$ cat config.mk
export PLATFORM = sky130hd
export DESIGN_NAME = comb_logic_sched
export DESIGN_NICKNAME = d
export VERILOG_FILES = /design/src/rtl/comb_sched_pkg.sv /design/src/rtl/comb_logic_sched_rr_arb2.sv /design/src/rtl/comb_logic_sched.sv
export SDC_FILE = /design/constraint.sdc
export NUM_CORES = 1
export LEC_CHECK = 0
export BUFFER_PORTS_ARGS = -buffer_cell sky130_fd_sc_hd__buf_4
export CAP_MARGIN = 20
export CORE_ASPECT_RATIO = 1.1
export CORE_MARGIN = 10
export CORE_UTILIZATION = 41
export CTS_BUF_LIST = sky130_fd_sc_hd__clkbuf_4 sky130_fd_sc_hd__clkbuf_8
export DETAILED_ROUTE_END_ITERATION = 8
export GPL_TIMING_DRIVEN = 0
export PLACE_DENSITY_LB_ADDON = 0.2
export SLEW_MARGIN = 20
export SYNTH_ARGS = -nofsm -noshare
export SYNTH_HDL_FRONTEND = slang
export SYNTH_SLANG_ARGS = --single-unit
$ cat constraint.sdc
create_clock -name clk -period 1.1 [get_ports clk]
set_input_delay 0.055 -clock clk [delete_from_list [all_inputs] [get_ports clk]]
set_output_delay 0.055 -clock clk [all_outputs]
set_load 0.02 [all_outputs]
$ cat src/rtl/comb_sched_pkg.sv
// Shared definitions for the two-requester datapath scheduler.
package comb_sched_pkg;
  localparam int NUM_REQ = 2;
  localparam int ID_W    = 1;

  typedef enum logic [1:0] {
    IDLE = 2'd0,
    EXEC = 2'd1,
    RESP = 2'd2
  } state_t;
endpackage

$ cat src/rtl/comb_logic_sched_rr_arb2.sv
// Two-way round-robin grant; prio names the requester that wins a tie.
module rr_arb2
  import comb_sched_pkg::*;
(
  input  logic [NUM_REQ-1:0] valid,
  input  logic               prio,
  output logic [NUM_REQ-1:0] grant
);
  always_comb begin
    grant = valid;
    if (&valid) begin
      grant       = '0;
      grant[prio] = 1'b1;
    end
  end
endmodule

$ cat src/rtl/comb_logic_sched.sv
// Shares one combinational datapath between two requesters: arbitrate, register, evaluate, respond.
// Optional grant counters are enabled by defining COMB_SCHED_STATS_EN.
module comb_logic_sched
  import comb_sched_pkg::*;
#(
  parameter int DWIDTH = 4,
  parameter int CNT_W  = 8
) (
  input  logic                clk,
  input  logic                rst,
  input  logic [NUM_REQ-1:0]  req_valid,
  output logic [NUM_REQ-1:0]  req_ready,
  input  logic [2*DWIDTH-1:0] req_x,
  input  logic [2*DWIDTH-1:0] req_y,
  input  logic [3:0]          req_inst,
  input  logic [1:0]          req_sel,
  output logic [DWIDTH-1:0]   dp_x,
  output logic [DWIDTH-1:0]   dp_y,
  output logic [1:0]          dp_inst,
  output logic                dp_sel,
  input  logic [DWIDTH-1:0]   dp_sum,
  input  logic                dp_cout,
  input  logic                dp_xegy,
  input  logic                dp_sel_out,
  input  logic [2*DWIDTH-1:0] dp_prod,
  output logic                rsp_valid,
  input  logic                rsp_ready,
  output logic [ID_W-1:0]     rsp_id,
  output logic [DWIDTH-1:0]   rsp_sum,
  output logic                rsp_cout,
  output logic                rsp_xegy,
  output logic                rsp_sel_out,
  output logic [2*DWIDTH-1:0] rsp_prod,
  output logic                busy
`ifdef COMB_SCHED_STATS_EN
  ,
  output logic [CNT_W-1:0]    gnt_cnt0,
  output logic [CNT_W-1:0]    gnt_cnt1
`endif
);
  state_t             state, state_nxt;
  logic               prio;
  logic [NUM_REQ-1:0] grant;
  logic               accept;
  logic [ID_W-1:0]    gid;

  rr_arb2 u_arb (
    .valid (req_valid),
    .prio  (prio),
    .grant (grant)
  );

  assign gid       = grant[1];
  assign rsp_valid = (state == RESP);
  assign busy      = (state != IDLE);

  always_comb begin
    state_nxt = state;
    req_ready = '0;
    accept    = 1'b0;
    case (state)
      IDLE: begin
        req_ready = grant;
        accept    = |grant;
        if (accept) state_nxt = EXEC;
      end
      EXEC:    state_nxt = RESP;
      RESP:    if (rsp_ready) state_nxt = IDLE;
      default: state_nxt = IDLE;
    endcase
  end

  // prio holds the requester favoured on a tie: the one not granted last.
  always_ff @(posedge clk) begin
    if (rst) begin
      state       <= IDLE;
      prio        <= 1'b0;
      dp_x        <= '0;
      dp_y        <= '0;
      dp_inst     <= '0;
      dp_sel      <= 1'b0;
      rsp_id      <= '0;
      rsp_sum     <= '0;
      rsp_cout    <= 1'b0;
      rsp_xegy    <= 1'b0;
      rsp_sel_out <= 1'b0;
      rsp_prod    <= '0;
    end else begin
      state <= state_nxt;
      if (accept) begin
        dp_x    <= gid ? req_x[2*DWIDTH-1:DWIDTH] : req_x[DWIDTH-1:0];
        dp_y    <= gid ? req_y[2*DWIDTH-1:DWIDTH] : req_y[DWIDTH-1:0];
        dp_inst <= gid ? req_inst[3:2] : req_inst[1:0];
        dp_sel  <= req_sel[gid];
        rsp_id  <= gid;
        prio    <= ~gid;
      end
      if (state == EXEC) begin
        rsp_sum     <= dp_sum;
        rsp_cout    <= dp_cout;
        rsp_xegy    <= dp_xegy;
        rsp_sel_out <= dp_sel_out;
        rsp_prod    <= dp_prod;
      end
    end
  end

`ifdef COMB_SCHED_STATS_EN
  always_ff @(posedge clk) begin
    if (rst) begin
      gnt_cnt0 <= '0;
      gnt_cnt1 <= '0;
    end else if (accept) begin
      if (!gid && !(&gnt_cnt0)) gnt_cnt0 <= gnt_cnt0 + 1'b1;
      if (gid && !(&gnt_cnt1))  gnt_cnt1 <= gnt_cnt1 + 1'b1;
    end
  end
`endif
endmodule
==> impl_results.md, run 1 <==
* CP endpoint kind: primary output
* IO Port Bufs at 71
* Ordered list of cells on the worst path: or3b_4 -> a21oi_2 -> buf_6
* Vias per cell at 5.51
* Vias in the first global route at 1671
* Number of synthesis warnings at 0
* CP delay by family, top: simple AND/OR/NAND/NOR gates
* Min Tclk post-route at 1460 ps
* Total iterations of the first detailed-routing run at 4
* Total power at 3.09 mW
* Worst Path Buf+Inv at 1
* Min Hold Slack at -1.20 ps
* Clk_skew at 7.05 ps
* Final ANT Viol Nets at 0
* Gr ovfl total at 0
* Comb pwr share at 39.9%
* Synthesized Nets at 194
* Clk_lat worst skew at 330 ps
* Critical path class: flop to primary output
* N_diodes at 0
* Clock tree from TritonCTS: built
* Max Fclk at 687 MHz
* Slew Limit Headroom at 49.9%
* Seq pwr share at 40.6%
* Initial Util at 42.7%
* Pin count of the biggest net entering global routing at 11
* CORE AREA at 3050 µm²
* Initial antenna violation count at 0
* Clock buffer depth at 2
* IO Pins at 73
* Psw at 1.05 mW
* R2r startpoint: state[1]$_SDFFE_PP0P_
* First-pass GRT wire length at 7.87 mm
* XOR/XNOR Fraction of Synth Area at 0%
* Hold WC Path Type: input pin to flop
* Die Wd at 73.7 µm
* Layout area overhead at 94.2%
* Count of cell types in the netlist at 24
* RSZ-0062 raised after global routing: yes
* Endpoints failing hold at 1
* Post-synthesis compound-gate area fraction at 28.4%
* Slew Viols, Final at 0
* DR vias at 1619
* Total Wirelength at 5.70 mm
* Fin crit share at 132%
* Simple-Gate Fraction of Synth Area at 19.4%
* Post-synthesis cell count at 152
* Worst setup path start: state[1]$_SDFFE_PP0P_
* Adder-cell area share of the yosys netlist at 0%
* Pre-CTS setup slack at -202 ps
* DR iter-0 viols at 82
* Layout cell share with drive strength beyond 1 at 60.8%
* Final WS setup at -355 ps
* Clock network power share at 19.5%
* MaxCap Viol Count at 0
* DR WL/cell at 19.4 µm
* Die height at 79.1 µm
* Sequential cell area fraction in the yosys report at 46.1%
* Slowest cell on crit path: or3b_4
* CTS H-tree depth at 2
* RePlAce Congestion at 0.770
* Post-Syn Area per Cell at 8.57 µm²
* Final setup vio count at 32
* Largest family of logic cells by synthesized area: compound AO/OA/AOI/OAI gates
* Final net count at 302
* Peak supply drop at 1280 µV
* P_int at 2.05 mW
* Clk sinks at 30
* Power Density at 1220 nW/µm²
* Worst slew pin tran at 751 ps
* FF+latch count, synth at 30
* Failing checks: negative hold slack, negative setup slack
* Leakage Power at 1.12 nW
* Switch share at 33.9%
* Required @ worst endpoint at 1040 ps
* CP max stage delay at 400 ps
* Startpoint Class: flop
* Layout fillers at 179
* Hold path start: req_y[5]
* DRC viols at 0
* Arr. time, crit path at 1400 ps
* Clk root buf: clkbuf_4
* Worst-path fanout max at 5
* Synthesized area at 1300 µm²
* # rows at 21
* Final HPWL DP at 3.29 mm
* CTS clk-pin slew, worst paths at 90 ps
* Post-synthesis mux area share at 0%
* Status: complete, but fails checks
* Die area at 5830 µm²
* Inserted Clock Buffers at 5
* Total GRT Usage at 16.9%
## stage by stage
stage                     TNS, ps  area (µm²)  util, %  hold slack (ps)  instances
final                       -3220        2530     83.0            -1.20        294
after global routing        -4470        2530     83.0             11.3        294
after CTS                   -2010        2300     75.5             6.85        290
after detailed placement    -2630        1900     62.3              316        257
after global placement      -1880        1900     62.3              300        257
after floorplan              -106        1320        -              191        152
## layout by cell type, fill, tap and decap left out, drive strengths merged
cell type,n
a21oi,29
a311oi,12
a32oi,1
and2,1
and2b,2
buf,93
bufbuf,1
clkbuf,9
clkinv,2
dfxtp,30
dlygate4sd3,16
inv,2
nand2,30
nand2b,3
nand3,11
nor2,2
nor2b,2
nor3,1
o21ai,11
or2,1
or3b,1
## final timing paths
kind | endpoint | slack, ps | cells after the start
worst max-delay path | req_ready[0] | -360 | 3
worst min-delay path | dp_y[1]$_SDFFE_PP0P_ | -1 | 3
worst max register to register | state[0]$_SDFFE_PP0P_ | -220 | 5
worst min register to register | rsp_sel_out$_SDFFE_PP0N_ | 460 | 2
## power by group through the flow
stage	sequential (mW)	combinational, mW	clock, mW
after CTS	1.25	1.07	0.614
after detailed placement	1.27	0.849	0
final	1.26	1.23	0.603
after global placement	1.27	0.828	0
after global routing	1.27	1.30	0.655
after floorplan	1.37	0.380	0
## cells in the mapped netlist (all sizes together)
cell type | n | share of area, %
and2b | 2 | 1.2
or2 | 1 | 0.48
nor3 | 1 | 0.38
nand2b | 3 | 1.4
inv | 2 | 0.58
dfxtp | 30 | 46
and2 | 1 | 0.67
a21oi | 29 | 11
buf | 8 | 3.9
a311oi | 12 | 12
nand2 | 30 | 8.6
or3b | 1 | 0.67
nor2b | 2 | 0.96
nor2 | 2 | 0.77
nand3 | 11 | 4.2
clkbuf | 5 | 1.5
o21ai | 11 | 4.2
a32oi | 1 | 0.67
## flip-flops by register name (all words and copies together), names as in the netlist
name / count
rsp_sum: 4
prio: 1
dp_inst: 2
dp_x: 4
dp_y: 4
rsp_xegy: 1
rsp_sel_out: 1
rsp_id: 1
rsp_prod: 8
dp_sel: 1
state: 2
rsp_cout: 1
## repair_timing
action	CTS	global route
setup endpoints to repair	28	34
resized for setup	27	55
hold buffers	16	0
pin swaps	6	27
hold endpoints to repair	16	0
cloned	4	0
buffers inserted	6	4
## routing by layer
layer	vias up	global-route usage [%]	part of all wire (%)
met4	0	7.46	3.1
met3	14	7.21	8.4
li1	758	-	-
met2	84	29.4	52
met1	763	17.0	37
met5	-	0	0
## worst min-delay path, cell delays in order
cell and delay [ps]:
buf_4 110, nand3_2 50, a311oi_2 70
## area by class of cell
class	instances	area, µm²	share of cell area [%]
flip-flops and latches	30	607	24.0
multi-input cells	107	831	32.8
clock buffers	5	37.5	1.48
inverters	2	7.51	0.297
clock inverters	2	10.0	0.396
plain buffers	13	118	4.65
well taps	34	42.5	1.68
repair buffers	101	877	34.7
## cell families (layout without fill, tap and decap cells)
family / Yosys count / after routing
flops: 30 / 30
buf+inv: 15 / 123
simple gates: 54 / 54
compound gates: 53 / 53
(Power assumes the default switching activity.)
==> run 2: changes to the inputs <==
CELL_PAD_IN_SITES_DETAIL_PLACEMENT = 0   (was default)
CELL_PAD_IN_SITES_GLOBAL_PLACEMENT = 1   (was default)
CORE_UTILIZATION = 28   (was 41)
CTS_CLUSTER_DIAMETER = 100   (was default)
==> run 2 against run 1 <==
Net effect:
- the run ends with negative setup slack left
- total power increased by 3.9%
- routed wire length down 17%
- combinational power down 16%
- core utilization down 33 points
- clock power grew 56%
- register-to-register slack gained 30 ps
- non-clock buffer count decreased by 20
- clock skew is 3.5 ps lower
- sequential share of layout area rose by 3.4 points
- sequential power barely moved
- largest power group unchanged
==> impl_results.md, run 2 (synthesis results as in run 1) <==
* Slew Limit Headroom at 52.3%
* Failing checks: negative setup slack
* Peak supply drop at 859 µV
* Max FFs per register at 8
* Leakage Power at 0.964 nW
* Total Wirelength at 4.75 mm
* DR iter-0 viols at 62
* Vias in the first global route at 1482
* DRC viols at 0
* Layout Utilization at 50.5%
* Die Wd at 85.0 µm
* CP max stage delay at 400 ps
* RSZ-0062 raised after global routing: yes
* Required @ worst endpoint at 1040 ps
* Total GRT Usage at 11.9%
* Layout cell share with drive strength beyond 1 at 52.3%
* Clk sinks at 30
* Hold depth at 3
* Vias per cell at 4.69
* Commonest non-fill, non-tap cell in the layout: buf_4
* CTS clk-pin slew, worst paths at 70 ps
* Slowest cell on crit path: or3b_4
* RePlAce Congestion at 0.666
* Initial antenna violation count at 0
* Post-route setup TNS at -1790 ps
* Final net count at 282
* Ordered list of cells on the worst path: or3b_4 -> a21oi_2 -> buf_6
* Clk_lat worst skew at 280 ps
* DP Area at 1920 µm²
* Final setup vio count at 14
* CP endpoint kind: primary output
* Critical path class: flop to primary output
* CTS H-tree depth at 2
* IO Pins at 73
* Placed cells at 277
* Min Tclk post-route at 1340 ps
* # hold bufs at CTS at 0
* Final ANT Viol Nets at 0
* Slew Viols, Final at 0
* Pin count of the biggest net entering global routing at 17
* CORE AREA at 4410 µm²
* First-pass GRT wire length at 7.52 mm
* Clk_skew at 3.59 ps
* Clock buffer depth at 2
* Arr. time, crit path at 1290 ps
* Gr ovfl total at 0
* Layout area overhead at 70.9%
* DR WL/cell at 16.1 µm
* Endpoints failing hold at 0
* Clk root buf: clkbuf_8
* Status: complete, but fails checks
* Final WS setup at -242 ps
* Worst-path fanout max at 5
* Worst slew pin tran at 716 ps
* Pre-CTS setup slack at -246 ps
* MaxCap Viol Count at 0
* Most frequent cells in the layout: buf_4, nand2_1, a21oi_1
* IO Port Bufs at 71
* # rows at 25
* DR vias at 1384
* Fin crit share at 122%
* Initial Util at 29.5%
* Hold WC Path Type: input pin to flop
* Top reg by flops: rsp_prod
* Final HPWL DP at 3.52 mm
* R2R depth at 5
* Power Density at 1440 nW/µm²
* Fin cells at 295
* Total iterations of the first detailed-routing run at 4
* Die area at 7780 µm²
* Die height at 91.5 µm
* Inserted Clock Buffers at 5
* Startpoint Class: flop
* Max Fclk at 745 MHz
* Finished Cell Area at 2230 µm²
* Clock tree from TritonCTS: built
* N_diodes at 0
run 2: cell type report:
type / count / area [µm²]
clock buffer: 7 / 90.1
buffer: 12 / 95.1
inverter: 2 / 7.51
fill: 461 / 2180
multi-input combinational: 107 / 684
timing repair buffer: 82 / 667
clock inverter: 1 / 5.00
sequential: 30 / 609
tap: 54 / 67.6
run 2: path summary, 6_finish.rpt:
kind                                                from  slack, ps                        to
worst max-delay path               state[1]$_SDFFE_PP0P_       -240              req_ready[0]
worst min-delay path                           dp_sum[2]         20   rsp_sum[2]$_SDFFE_PP0N_
worst max register to register     state[1]$_SDFFE_PP0P_       -190      dp_y[3]$_SDFFE_PP0P_
worst min register to register  rsp_prod[0]$_SDFFE_PP0N_        460  rsp_prod[0]$_SDFFE_PP0N_
run 2: power by group:
part | leakage, nW | switching (mW) | internal [mW]
sequential | 0.249 | 0.0605 | 1.19
combinational | 0.664 | 0.504 | 0.523
clock | 0.0517 | 0.409 | 0.529
total | 0.964 | 0.973 | 2.24
run 2: what timing repair did:
action / in CTS / in global routing
setup buffers: 8 / 1
hold endpoints to repair: 0 / 0
setup endpoints to repair: 29 / 34
pin swaps: 13 / 4
resized for setup: 29 / 6
cloned: 2 / 0
run 2: layer usage:
| metal | GRT usage [%] | share of wire (%) | vias up |
|---|---|---|---|
| met4 | 3.85 | 1.5 | 0 |
| met5 | 0 | 0 | - |
| met1 | 12.5 | 39 | 617 |
| met3 | 5.27 | 7.7 | 8 |
| li1 | - | - | 715 |
| met2 | 20.6 | 52 | 44 |
run 2: worst max-delay path: cells and delay by family, from the launching register on:
family                 cells  cell delay [ps]
AND/OR/NAND/NOR            1              400
flip-flops                 1              350
buffers and inverters      1              130
AO/OA/AOI/OAI              1              130
run 2: through the flow:
step / power, mW / hold slack, ps
floorplan: 1.75 / 191
global placement: 2.13 / 306
detailed placement: 2.13 / 315
CTS: 3.24 / 12.1
global route: 3.39 / 16.3
finish: 3.21 / 21.8
==> run 3: changes to the inputs <==
PLACE_DENSITY_LB_ADDON = 0.1   (was 0.2)
==> run 3 against run 2 <==
Net effect:
- the run still ends with negative setup slack left
- first-iteration DRC count shrank 26%
- worst setup slack lost 25 ps
- clock power is essentially flat
- register-to-register slack is essentially flat
- non-clock buffer count grew 5
- total power grew 3.1%
- core utilization grew 2.8 points
- sequential share of layout area shrank 1.3 points
- global-route usage grew 0.16 points
- design area grew 5.6%
- via count grew 4.4%
- combinational power grew 9.7%
- largest power group unchanged
==> impl_results.md, run 3 (synthesis results as in run 1) <==
* Leakage Power at 1.01 nW
* Startpoint Class: flop
* Vias in the first global route at 1521
* IO Pins at 73
* Arr. time, crit path at 1310 ps
* Total iterations of the first detailed-routing run at 4
* Placed cells at 277
* Clk_skew at 7.33 ps
* IO Port Bufs at 71
* DR WL met3 at 410 µm
* Total Wirelength at 5.15 mm
* Initial Util at 29.5%
* Ordered list of cells on the worst path: or3b_4 -> a21oi_2 -> buf_6
* First-pass GRT wire length at 7.63 mm
* RSZ-0062 raised after global routing: yes
* Clock buffer depth at 2
* DR iter-0 viols at 46
* Gr ovfl total at 0
* Pin count of the biggest net entering global routing at 17
* Die height at 91.5 µm
* Inserted Clock Buffers at 5
* Max Fclk at 732 MHz
* RePlAce Congestion at 0.763
* Clk sinks at 30
* CTS H-tree depth at 2
* Met1 WL at 1.96 mm
* Max FFs per register at 8
* Critical path class: flop to primary output
* DR WL/cell at 17.2 µm
* CTS clk-pin slew, worst paths at 70 ps
* Commonest non-fill, non-tap cell in the layout: buf_4
* DRC viols at 0
* Slowest cell on crit path: or3b_4
* Endpoints failing hold at 0
* Layout area overhead at 80.4%
* Final ANT Viol Nets at 0
* Hold WC Path Type: input pin to flop
* Total power at 3.31 mW
* Initial antenna violation count at 0
* Final WS setup at -266 ps
* Min Tclk post-route at 1370 ps
* Top reg by flops: rsp_prod
* Clock tree from TritonCTS: built
* Fin crit share at 124%
* Max layer used: met4
* N_diodes at 0
* Die area at 7780 µm²
* Clk_lat worst skew at 280 ps
* Final setup vio count at 26
* Slew Viols, Final at 0
* Worst slew pin tran at 745 ps
* CP max stage delay at 410 ps
* DR vias at 1445
* Peak supply drop at 691 µV
* MaxCap Viol Count at 0
* CP endpoint kind: primary output
* Final net count at 287
* Clk root buf: clkbuf_8
* Final HPWL DP at 3.63 mm
* Vias per cell at 4.82
* Most frequent cells in the layout: buf_4, dfxtp_1, a21oi_1
* Fin cells at 300
* Status: complete, but fails checks
* CORE AREA at 4410 µm²
* Met2 wire length at 2.70 mm
* Failing checks: negative setup slack
* Required @ worst endpoint at 1040 ps
* # rows at 25
* Slew Limit Headroom at 50.3%
* Die Wd at 85.0 µm
* Worst-path fanout max at 4
* Total GRT Usage at 12.1%
* Layout cell share with drive strength beyond 1 at 57.7%
* Power Density at 1410 nW/µm²
## run 3: changes by cell type in the layout (fill, tap and decap cells not counted), sizes merged
cell,before,now
buf,89,95
bufbuf,1,0
## run 3: cell type report
class / instances / area, µm²
inverter: 2 / 10.0
multi-input combinational: 107 / 743
timing repair buffer: 87 / 718
clock buffer: 7 / 90.1
sequential: 30 / 612
buffer: 12 / 104
fill: 417 / 2060
tap: 54 / 67.6
clock inverter: 1 / 5.00
## run 3: path summary, 6_finish.rpt
kind / start / end / slack [ps] / cells past startpoint
worst min-delay path: dp_prod[2] / rsp_prod[2]$_SDFFE_PP0N_ / 30 / 3
worst max-delay path: state[0]$_SDFFE_PP0P_ / req_ready[0] / -270 / 3
worst max register to register: state[1]$_SDFFE_PP0P_ / dp_x[1]$_SDFFE_PP0P_ / -180 / 6
worst min register to register: rsp_sum[1]$_SDFFE_PP0N_ / rsp_sum[1]$_SDFFE_PP0N_ / 450 / 2
## run 3: power breakdown
group	switching (mW)	leakage [nW]	internal, mW
Clock	0.410	0.0517	0.529
Sequential	0.0621	0.249	1.19
Combinational	0.553	0.712	0.572
## run 3: metrics by stage
step	TNS [ps]	util (%)	setup slack [ps]	cell area, µm²	hold WS [ps]
after floorplan	-106	-	-84.5	1320	191
after global placement	-2730	43.6	-214	1920	300
after detailed placement	-3460	43.6	-222	1920	314
after CTS	-2160	49.9	-265	2200	18.1
after global routing	-3620	53.3	-307	2350	25.6
final	-2360	53.3	-266	2350	25.2
## run 3: repair_timing
action	in CTS	in global routing
pin swaps	7	11
hold buffers	0	0
gates resized for setup	26	36
gates cloned	2	1
endpoints found under the setup margin	28	19
setup buffers	9	4
## run 3: layer usage
layer  vias up  global-route usage (%)
li1        722                       -
met1       662                    12.7
met2        55                    20.3
met3         6                    5.00
met4         0                    5.63
met5         -                       0
## run 3: critical path, delay by kind of cell, from the launching register on
family                 cells  cell delay (ps)
DFF                        1              360
buffers and inverters      1              130
AOI/OAI and AO/OA          1              130
and+or+nand+nor            1              410
